$ cat src/rtl/fifo_pkg.sv
`default_nettype none
// ============================================================================
// Module      : fifo_pkg
// Description : Shared pointer helpers for both sides of the asynchronous FIFO.
// Revision    : 1.0 - initial release
// ============================================================================
package fifo_pkg;

  // Widest pointer the helpers handle; callers zero-extend and truncate.
  localparam int PTR_MAX_W        = 32;
  localparam int DEF_DEPTH        = 8;
  localparam int DEF_ADDR_WIDTH   = $clog2(DEF_DEPTH);

  function automatic int addr_width(input int depth);
    return $clog2(depth);
  endfunction

  function automatic logic [PTR_MAX_W-1:0] bin2gray(input logic [PTR_MAX_W-1:0] b);
    return b ^ (b >> 1);
  endfunction

  // Zero-extension keeps the prefix XOR correct for any narrower width.
  function automatic logic [PTR_MAX_W-1:0] gray2bin(input logic [PTR_MAX_W-1:0] g);
    logic [PTR_MAX_W-1:0] b;
    b[PTR_MAX_W-1] = g[PTR_MAX_W-1];
    for (int i = PTR_MAX_W - 2; i >= 0; i--) begin
      b[i] = b[i+1] ^ g[i];
    end
    return b;
  endfunction

endpackage : fifo_pkg
`default_nettype wire

$ cat src/rtl/fifo_wr_ctrl_if.sv
`default_nettype none
// ============================================================================
// Module      : fifo_wr_ctrl_if
// Description : Write-side control/status bundle of the asynchronous FIFO.
// Revision    : 1.0 - initial release
// ============================================================================
interface fifo_wr_ctrl_if #(
  parameter int ADDR_WIDTH = fifo_pkg::DEF_ADDR_WIDTH
) ();

  logic                  W_inc;
  logic                  ovf_clr;
  logic [ADDR_WIDTH:0]   gray_rd_ptr;
  logic [ADDR_WIDTH-1:0] W_addr;
  logic                  W_en;
  logic [ADDR_WIDTH:0]   gray_wr_ptr;
  logic                  full;
  logic                  almost_full;
  logic [ADDR_WIDTH:0]   wr_level;
  logic                  overflow;

  modport master (
    output W_inc, ovf_clr, gray_rd_ptr,
    input  W_addr, W_en, gray_wr_ptr, full, almost_full, wr_level, overflow
  );

  modport slave (
    input  W_inc, ovf_clr, gray_rd_ptr,
    output W_addr, W_en, gray_wr_ptr, full, almost_full, wr_level, overflow
  );

endinterface : fifo_wr_ctrl_if
`default_nettype wire

$ cat src/rtl/fifo_ptr_sync.sv
`default_nettype none
// ============================================================================
// Module      : fifo_ptr_sync
// Description : Two-flop bus synchronizer for Gray-coded FIFO pointers.
// Revision    : 1.0 - initial release
// ============================================================================
module fifo_ptr_sync #(
  parameter int WIDTH = 4
) (
  input  logic             i_clk,
  input  logic             i_rst_n,
  input  logic [WIDTH-1:0] i_d,
  output logic [WIDTH-1:0] o_q
);

  logic [WIDTH-1:0] r_q1;
  logic [WIDTH-1:0] r_q2;

  // Gray coding guarantees at most one bit in flight, so a plain bus sync is safe.
  always_ff @(posedge i_clk or negedge i_rst_n) begin
    if (!i_rst_n) begin
      r_q1 <= '0;
      r_q2 <= '0;
    end else begin
      r_q1 <= i_d;
      r_q2 <= r_q1;
    end
  end

  assign o_q = r_q2;

endmodule : fifo_ptr_sync
`default_nettype wire

$ cat src/rtl/fifo_wr_ctrl.sv
`default_nettype none
// ============================================================================
// Module      : fifo_wr_ctrl
// Description : Write-domain pointer, full/level and overflow control of the async FIFO.
// Revision    : 1.0 - initial release
// ============================================================================
module fifo_wr_ctrl
  import fifo_pkg::*;
#(
  parameter int DEPTH     = 8,
  parameter int AF_THRESH = DEPTH - 2
) (
  input  logic           W_CLK,
  input  logic           W_RST,
  fifo_wr_ctrl_if.slave  bus
);

  localparam int              ADDR_WIDTH = addr_width(DEPTH);
  localparam int              PW         = ADDR_WIDTH + 1;
  localparam logic [PW-1:0]   PTR_ONE    = PW'(1);
  localparam logic [PW-1:0]   AF_LEVEL   = PW'(AF_THRESH);

  logic [PW-1:0] r_bn_wr_ptr;
  logic [PW-1:0] r_gray_wr_ptr;
  logic          r_overflow;

  logic [PW-1:0] w_rq2;
  logic [PW-1:0] w_comb_gray;
  logic [PW-1:0] w_full_ref;
  logic [PW-1:0] w_rd_bin;
  logic [PW-1:0] w_level;
  logic          w_full;
  logic          w_wr_accept;

  fifo_ptr_sync #(
    .WIDTH (PW)
  ) u_rd_sync (
    .i_clk   (W_CLK),
    .i_rst_n (W_RST),
    .i_d     (bus.gray_rd_ptr),
    .o_q     (w_rq2)
  );

  assign w_comb_gray = PW'(bin2gray(PTR_MAX_W'(r_bn_wr_ptr)));

  // Full when the write side is exactly one lap ahead: top two Gray bits flip.
  assign w_full_ref  = {~w_rq2[PW-1:PW-2], w_rq2[PW-3:0]};
  assign w_full      = (w_comb_gray == w_full_ref);
  assign w_wr_accept = bus.W_inc & ~w_full;

  // Stale read pointer makes this level an upper bound, never an underestimate.
  assign w_rd_bin = PW'(gray2bin(PTR_MAX_W'(w_rq2)));
  assign w_level  = r_bn_wr_ptr - w_rd_bin;

  always_ff @(posedge W_CLK or negedge W_RST) begin
    if (!W_RST) begin
      r_bn_wr_ptr   <= '0;
      r_gray_wr_ptr <= '0;
      r_overflow    <= 1'b0;
    end else begin
      if (w_wr_accept) begin
        r_bn_wr_ptr <= r_bn_wr_ptr + PTR_ONE;
      end
      r_gray_wr_ptr <= w_comb_gray;
      if (bus.W_inc && w_full) begin
        r_overflow <= 1'b1;
      end else if (bus.ovf_clr) begin
        r_overflow <= 1'b0;
      end
    end
  end

  assign bus.W_addr      = r_bn_wr_ptr[ADDR_WIDTH-1:0];
  assign bus.W_en        = w_wr_accept;
  assign bus.gray_wr_ptr = r_gray_wr_ptr;
  assign bus.full        = w_full;
  assign bus.wr_level    = w_level;
  assign bus.almost_full = (w_level >= AF_LEVEL);
  assign bus.overflow    = r_overflow;

endmodule : fifo_wr_ctrl
`default_nettype wire

$ cat src/flat_wrapper.sv
// flat-port wrapper written by rule: the top's interface ports become plain ports
module fifo_wr_ctrl_flat import fifo_pkg::*;
#(
  parameter int DEPTH     = 8,
  parameter int AF_THRESH = DEPTH - 2
)
  (W_CLK, W_RST, bus_W_inc, bus_ovf_clr, bus_gray_rd_ptr, bus_W_addr, bus_W_en, bus_gray_wr_ptr, bus_full, bus_almost_full, bus_wr_level, bus_overflow);
  fifo_wr_ctrl_if #(.ADDR_WIDTH((3))) bus_i ();
  input  logic W_CLK;
  input  logic W_RST;
  input wire logic [$bits(bus_i.W_inc)-1:0] bus_W_inc;
  input wire logic [$bits(bus_i.ovf_clr)-1:0] bus_ovf_clr;
  input wire logic [$bits(bus_i.gray_rd_ptr)-1:0] bus_gray_rd_ptr;
  output wire logic [$bits(bus_i.W_addr)-1:0] bus_W_addr;
  output wire logic [$bits(bus_i.W_en)-1:0] bus_W_en;
  output wire logic [$bits(bus_i.gray_wr_ptr)-1:0] bus_gray_wr_ptr;
  output wire logic [$bits(bus_i.full)-1:0] bus_full;
  output wire logic [$bits(bus_i.almost_full)-1:0] bus_almost_full;
  output wire logic [$bits(bus_i.wr_level)-1:0] bus_wr_level;
  output wire logic [$bits(bus_i.overflow)-1:0] bus_overflow;
  assign bus_i.W_inc = bus_W_inc;
  assign bus_i.ovf_clr = bus_ovf_clr;
  assign bus_i.gray_rd_ptr = bus_gray_rd_ptr;
  assign bus_W_addr = bus_i.W_addr;
  assign bus_W_en = bus_i.W_en;
  assign bus_gray_wr_ptr = bus_i.gray_wr_ptr;
  assign bus_full = bus_i.full;
  assign bus_almost_full = bus_i.almost_full;
  assign bus_wr_level = bus_i.wr_level;
  assign bus_overflow = bus_i.overflow;
  fifo_wr_ctrl #(.DEPTH(DEPTH), .AF_THRESH(AF_THRESH)) u_core (.W_CLK(W_CLK), .W_RST(W_RST), .bus(bus_i));
endmodule
$ cat config.mk
export PLATFORM = sky130hd
export DESIGN_NAME = fifo_wr_ctrl_flat
export DESIGN_NICKNAME = d
export VERILOG_FILES = /design/src/rtl/fifo_pkg.sv /design/src/rtl/fifo_wr_ctrl_if.sv /design/src/rtl/fifo_ptr_sync.sv /design/src/rtl/fifo_wr_ctrl.sv /design/src/flat_wrapper.sv
export SDC_FILE = /design/constraint.sdc
export NUM_CORES = 1
export LEC_CHECK = 0
export ABC_CLOCK_PERIOD_IN_PS = 2750
export BUFFER_PORTS_ARGS = -buffer_cell sky130_fd_sc_hd__clkbuf_2
export CAP_MARGIN = 20
export CELL_PAD_IN_SITES_DETAIL_PLACEMENT = 0
export CELL_PAD_IN_SITES_GLOBAL_PLACEMENT = 2
export CORE_MARGIN = 10
export CORE_UTILIZATION = 32
export CTS_CLUSTER_DIAMETER = 200
export CTS_CLUSTER_SIZE = 16
export DETAILED_ROUTE_END_ITERATION = 8
export PLACE_DENSITY = 0.74
export SETUP_SLACK_MARGIN = 0.1
export SYNTH_ARGS = -nofsm -noshare
export SYNTH_HDL_FRONTEND = slang
export SYNTH_HIERARCHICAL = 1
export SYNTH_SLANG_ARGS = --single-unit
$ cat constraint.sdc
create_clock -name W_CLK -period 2.75 [get_ports W_CLK]
set_input_delay 0.275 -clock W_CLK [delete_from_list [all_inputs] [get_ports W_CLK]]
set_output_delay 0.275 -clock W_CLK [all_outputs]
set_load 0.005 [all_outputs]
==> results by group <==
Logic synthesis
  • Synth warn: 6
  • Net count after synthesis: 74
  • Register area share after synthesis: 0.542
  • Synth Area in Compound Gates: 0.0638
  • Top cells by count, synth: dfrtp_1 (17), inv_1 (7), xor2_1 (7)
  • Post-synthesis xor/xnor area fraction: 0.153
  • Main area contributors after synthesis: dfrtp_1 (54%), ha_1 (8.0%), xor2_1 (7.8%), xnor2_1 (4.5%), o41ai_4 (3.5%)
  • Synthesized flop and latch total: 17
  • Share of the synthesized area in the top cell type: 0.542
  • Post-synth top area cell: dfrtp_1
  • Most frequent cell after synthesis: dfrtp_1
  • Top FF cell, synth: dfrtp_1
  • Post-synthesis adder-cell area fraction: 0.105
  • Simple-gate share of the synthesized area: 0.0542
  • Mux share of post-synthesis cell area: 0.0191
  • Asr flop ratio synth: 1.00
  • Largest family of logic cells by synthesized area: XOR/XNOR gates
  • Mean Syn Cell Area: about 13 µm²
  • Synth Instances: 60
  • Area of the mapped netlist: 785 µm²
  • Unique masters post-synth: 17
  • EDFF count, synth: 0

Global routing
  • First-pass GRT wire length: 2430 µm
  • Total Routing Usage GR: 0.0609
  • Vias in the first global route: roughly 550
  • Residual overflow from global routing: 0
  • Largest net degree at the start of global routing: 18
  • Antenna violations before repair: 0

Worst setup path
  • Reg-to-reg startpoint: u_core/r_bn_wr_ptr[1]
  • Worst r2r dst: u_core/r_bn_wr_ptr[1]
  • Crit path required time: 2480 ps
  • Worst Path Arrival: 2330 ps
  • Crit path kind: reg -> out
  • Setup slack, reg-to-reg: 740 ps
  • Crit. End Element: primary output
  • Register-to-Register Path Depth: 4
  • Startpoint Class: flip-flop
  • CP max FO: 2

STA
  • Endpoints failing hold: 0
  • Final Setup Violations: 0
  • RSZ-0062 raised after global routing: true
  • Tmin final: ~2600 ps
  • Max frequency: 0.384 GHz
  • Worst-Margin Slew: a little over 600 ps
  • Final Skew: between 3 and 4 ps
  • Slew margin rel.: 0.583
  • Final setup TNS: 0 ps
  • WHS: 90.7 ps
  • Final period utilization: 0.946
  • Final Slew Violations: 0

Worst hold path
  • Hold Path Origin: bus_gray_rd_ptr[2]
  • Hold Path End: u_core/u_rd_sync/r_q1[2]
  • Hold Path Stages: 1
  • Min-delay worst type: in -> reg

Layout
  • Layout area overhead: 26.8%
  • Share of layout cells above drive strength 1: 0.442
  • FILL cells: 214
  • Antenna Cells: 0
  • Layout Nets: 101

Power and ir drop
  • Worst VDD drop: around 0.55 mV
  • P per Cell Area: 1150 mW/mm²
  • Pleak: 0.499 nW

Drt
  • DRC: 0
  • Post-route ant nets: 0
  • Vias/cell: 4.47
  • Drt first-iter violations: 3
  • Total number of vias: 510
  • Post-Route WL: between 1000 and 1500 µm
  • DRT Pass-1 Iters: 4
  • Drt wl/cell: 12.8 µm

Floorplan
  • FP Rows: 17
  • Core area: 0.00228 mm²
  • Die Wd: 69.5 µm
  • Die area: ~0.0048 mm²
  • Initial core utilization: 0.345
  • Io pins: 23
  • Die Y: 69.5 µm

Clock network
  • TritonCTS Buffers: 3
  • H-Tree Level Count: 1
  • CTS tree: yes
  • Clock Latency Late Sink: 280 ps
  • CTS clk-pin slew, worst paths: 100 ps
  • CTS max path bufs: 2
  • Root Buffer: clkbuf_4
  • Clk sinks: 17

Placed design
  • Placer Congestion: 0.690
  • Port-buffer cells: 22
  • HPWL Detailed: 1150 µm

Flow run
  • Number of max-cap violations: 0

Run status
  • Run status: finished, final reports clean
## logic make-up (layout without fill, tap and decap cells)
group / count (synthesis) / in the layout
DFF: 17 / 17
xor gates and xnor gates: 12 / 12
buffers and inverters: 10 / 36
and+or+nand+nor: 9 / 9
adders and majority gates: 6 / 6
AOI/OAI and AO/OA: 5 / 5
muxes: 1 / 1
## critical path, stage by stage (launching register included)
cell and delay (ps):
dfrtp_1 430, xnor2_2 200, xor2_1 230, xnor2_1 150, ha_2 210, inv_2 40, fa_2 370, xor2_2 180
nand2_1 60, o21ai_1 50, buf_2 120
## layout make-up
class	instances	area [µm²]	share of cell area
Timing Repair Buffer	25	135	0.136
Clock buffer	3	22.5	0.0226
Multi-Input combinational cell	33	345	0.347
Sequential cell	17	425	0.428
Clock inverter	1	5.00	0.00503
Tap cell	28	35.0	0.0352
Inverter	7	26.3	0.0264
## worst max path at each step
stage	startpoint	end	slack, ps	depth (start not counted)
3_3_place_gp	u_core/u_rd_sync/o_q[3]	bus_almost_full	370	10
3_5_place_dp	u_core/u_rd_sync/o_q[3]	bus_almost_full	350	9
2_1_floorplan	u_core/u_rd_sync/o_q[3]	bus_almost_full	480	9
4_1_cts	u_core/u_rd_sync/o_q[2]	bus_almost_full	100	10
5_1_grt	u_core/u_rd_sync/o_q[3]	bus_almost_full	9	10
6_report	u_core/u_rd_sync/o_q[3]	bus_almost_full	150	10
## metal layers
layer / up-vias / part of all wire / GRT usage / routed length, µm
met3: 2 / 0.083 / 0.0243 / 121
met1: 252 / 0.45 / 0.0674 / 652
met2: 19 / 0.46 / 0.0938 / 677
met4: 0 / 0.0055 / 0.0399 / 8
met5: - / 0 / 0 / 0
li1: 237 / - / - / -
## cells in the final DEF (no fill, tap or decap), types with 2 or more instances in the layout
cell type   n
clkbuf_2   21
dfrtp_1    17
xor2_1      6
inv_1       6
ha_1        4
clkbuf_4    3
xnor2_1     3
nor2_1      3
nand2_1     3
buf_4       2
## through the flow
step	area, µm²	cells	setup WS (ps)	power, mW	util
2_1_floorplan	785	60	479	0.786	-
4_1_cts	972	114	103	1.12	0.427
3_5_place_dp	915	108	346	0.979	0.402
5_1_grt	995	114	9.19	1.26	0.437
3_3_place_gp	915	108	371	0.974	0.402
6_report	995	114	149	1.15	0.437
## state kept, by name (all words and copies together), names as in the netlist
| name | flops |
|---|---|
| u_core/bus.gray_wr_ptr | 4 |
| u_core/u_rd_sync/o_q | 4 |
| u_core/r_bn_wr_ptr | 4 |
| u_core/bus.overflow | 1 |
| u_core/u_rd_sync/r_q1 | 4 |
## timing repair
item                                    in CTS  in global routing
hold buffers                                 1                  0
gates resized for setup                      2                 10
pin swaps                                    2                  7
hold endpoints to repair                    17                  0
setup buffers                                1                  0
endpoints found under the setup margin       2                  2
## power breakdown
part	total, mW	leakage [nW]	switching, mW	internal [mW]
logic	0.617	0.280	0.297	0.320
registers	0.402	0.201	0.0768	0.326
clock network	0.129	0.0177	0.0752	0.0540
(Power assumes the default switching activity.)
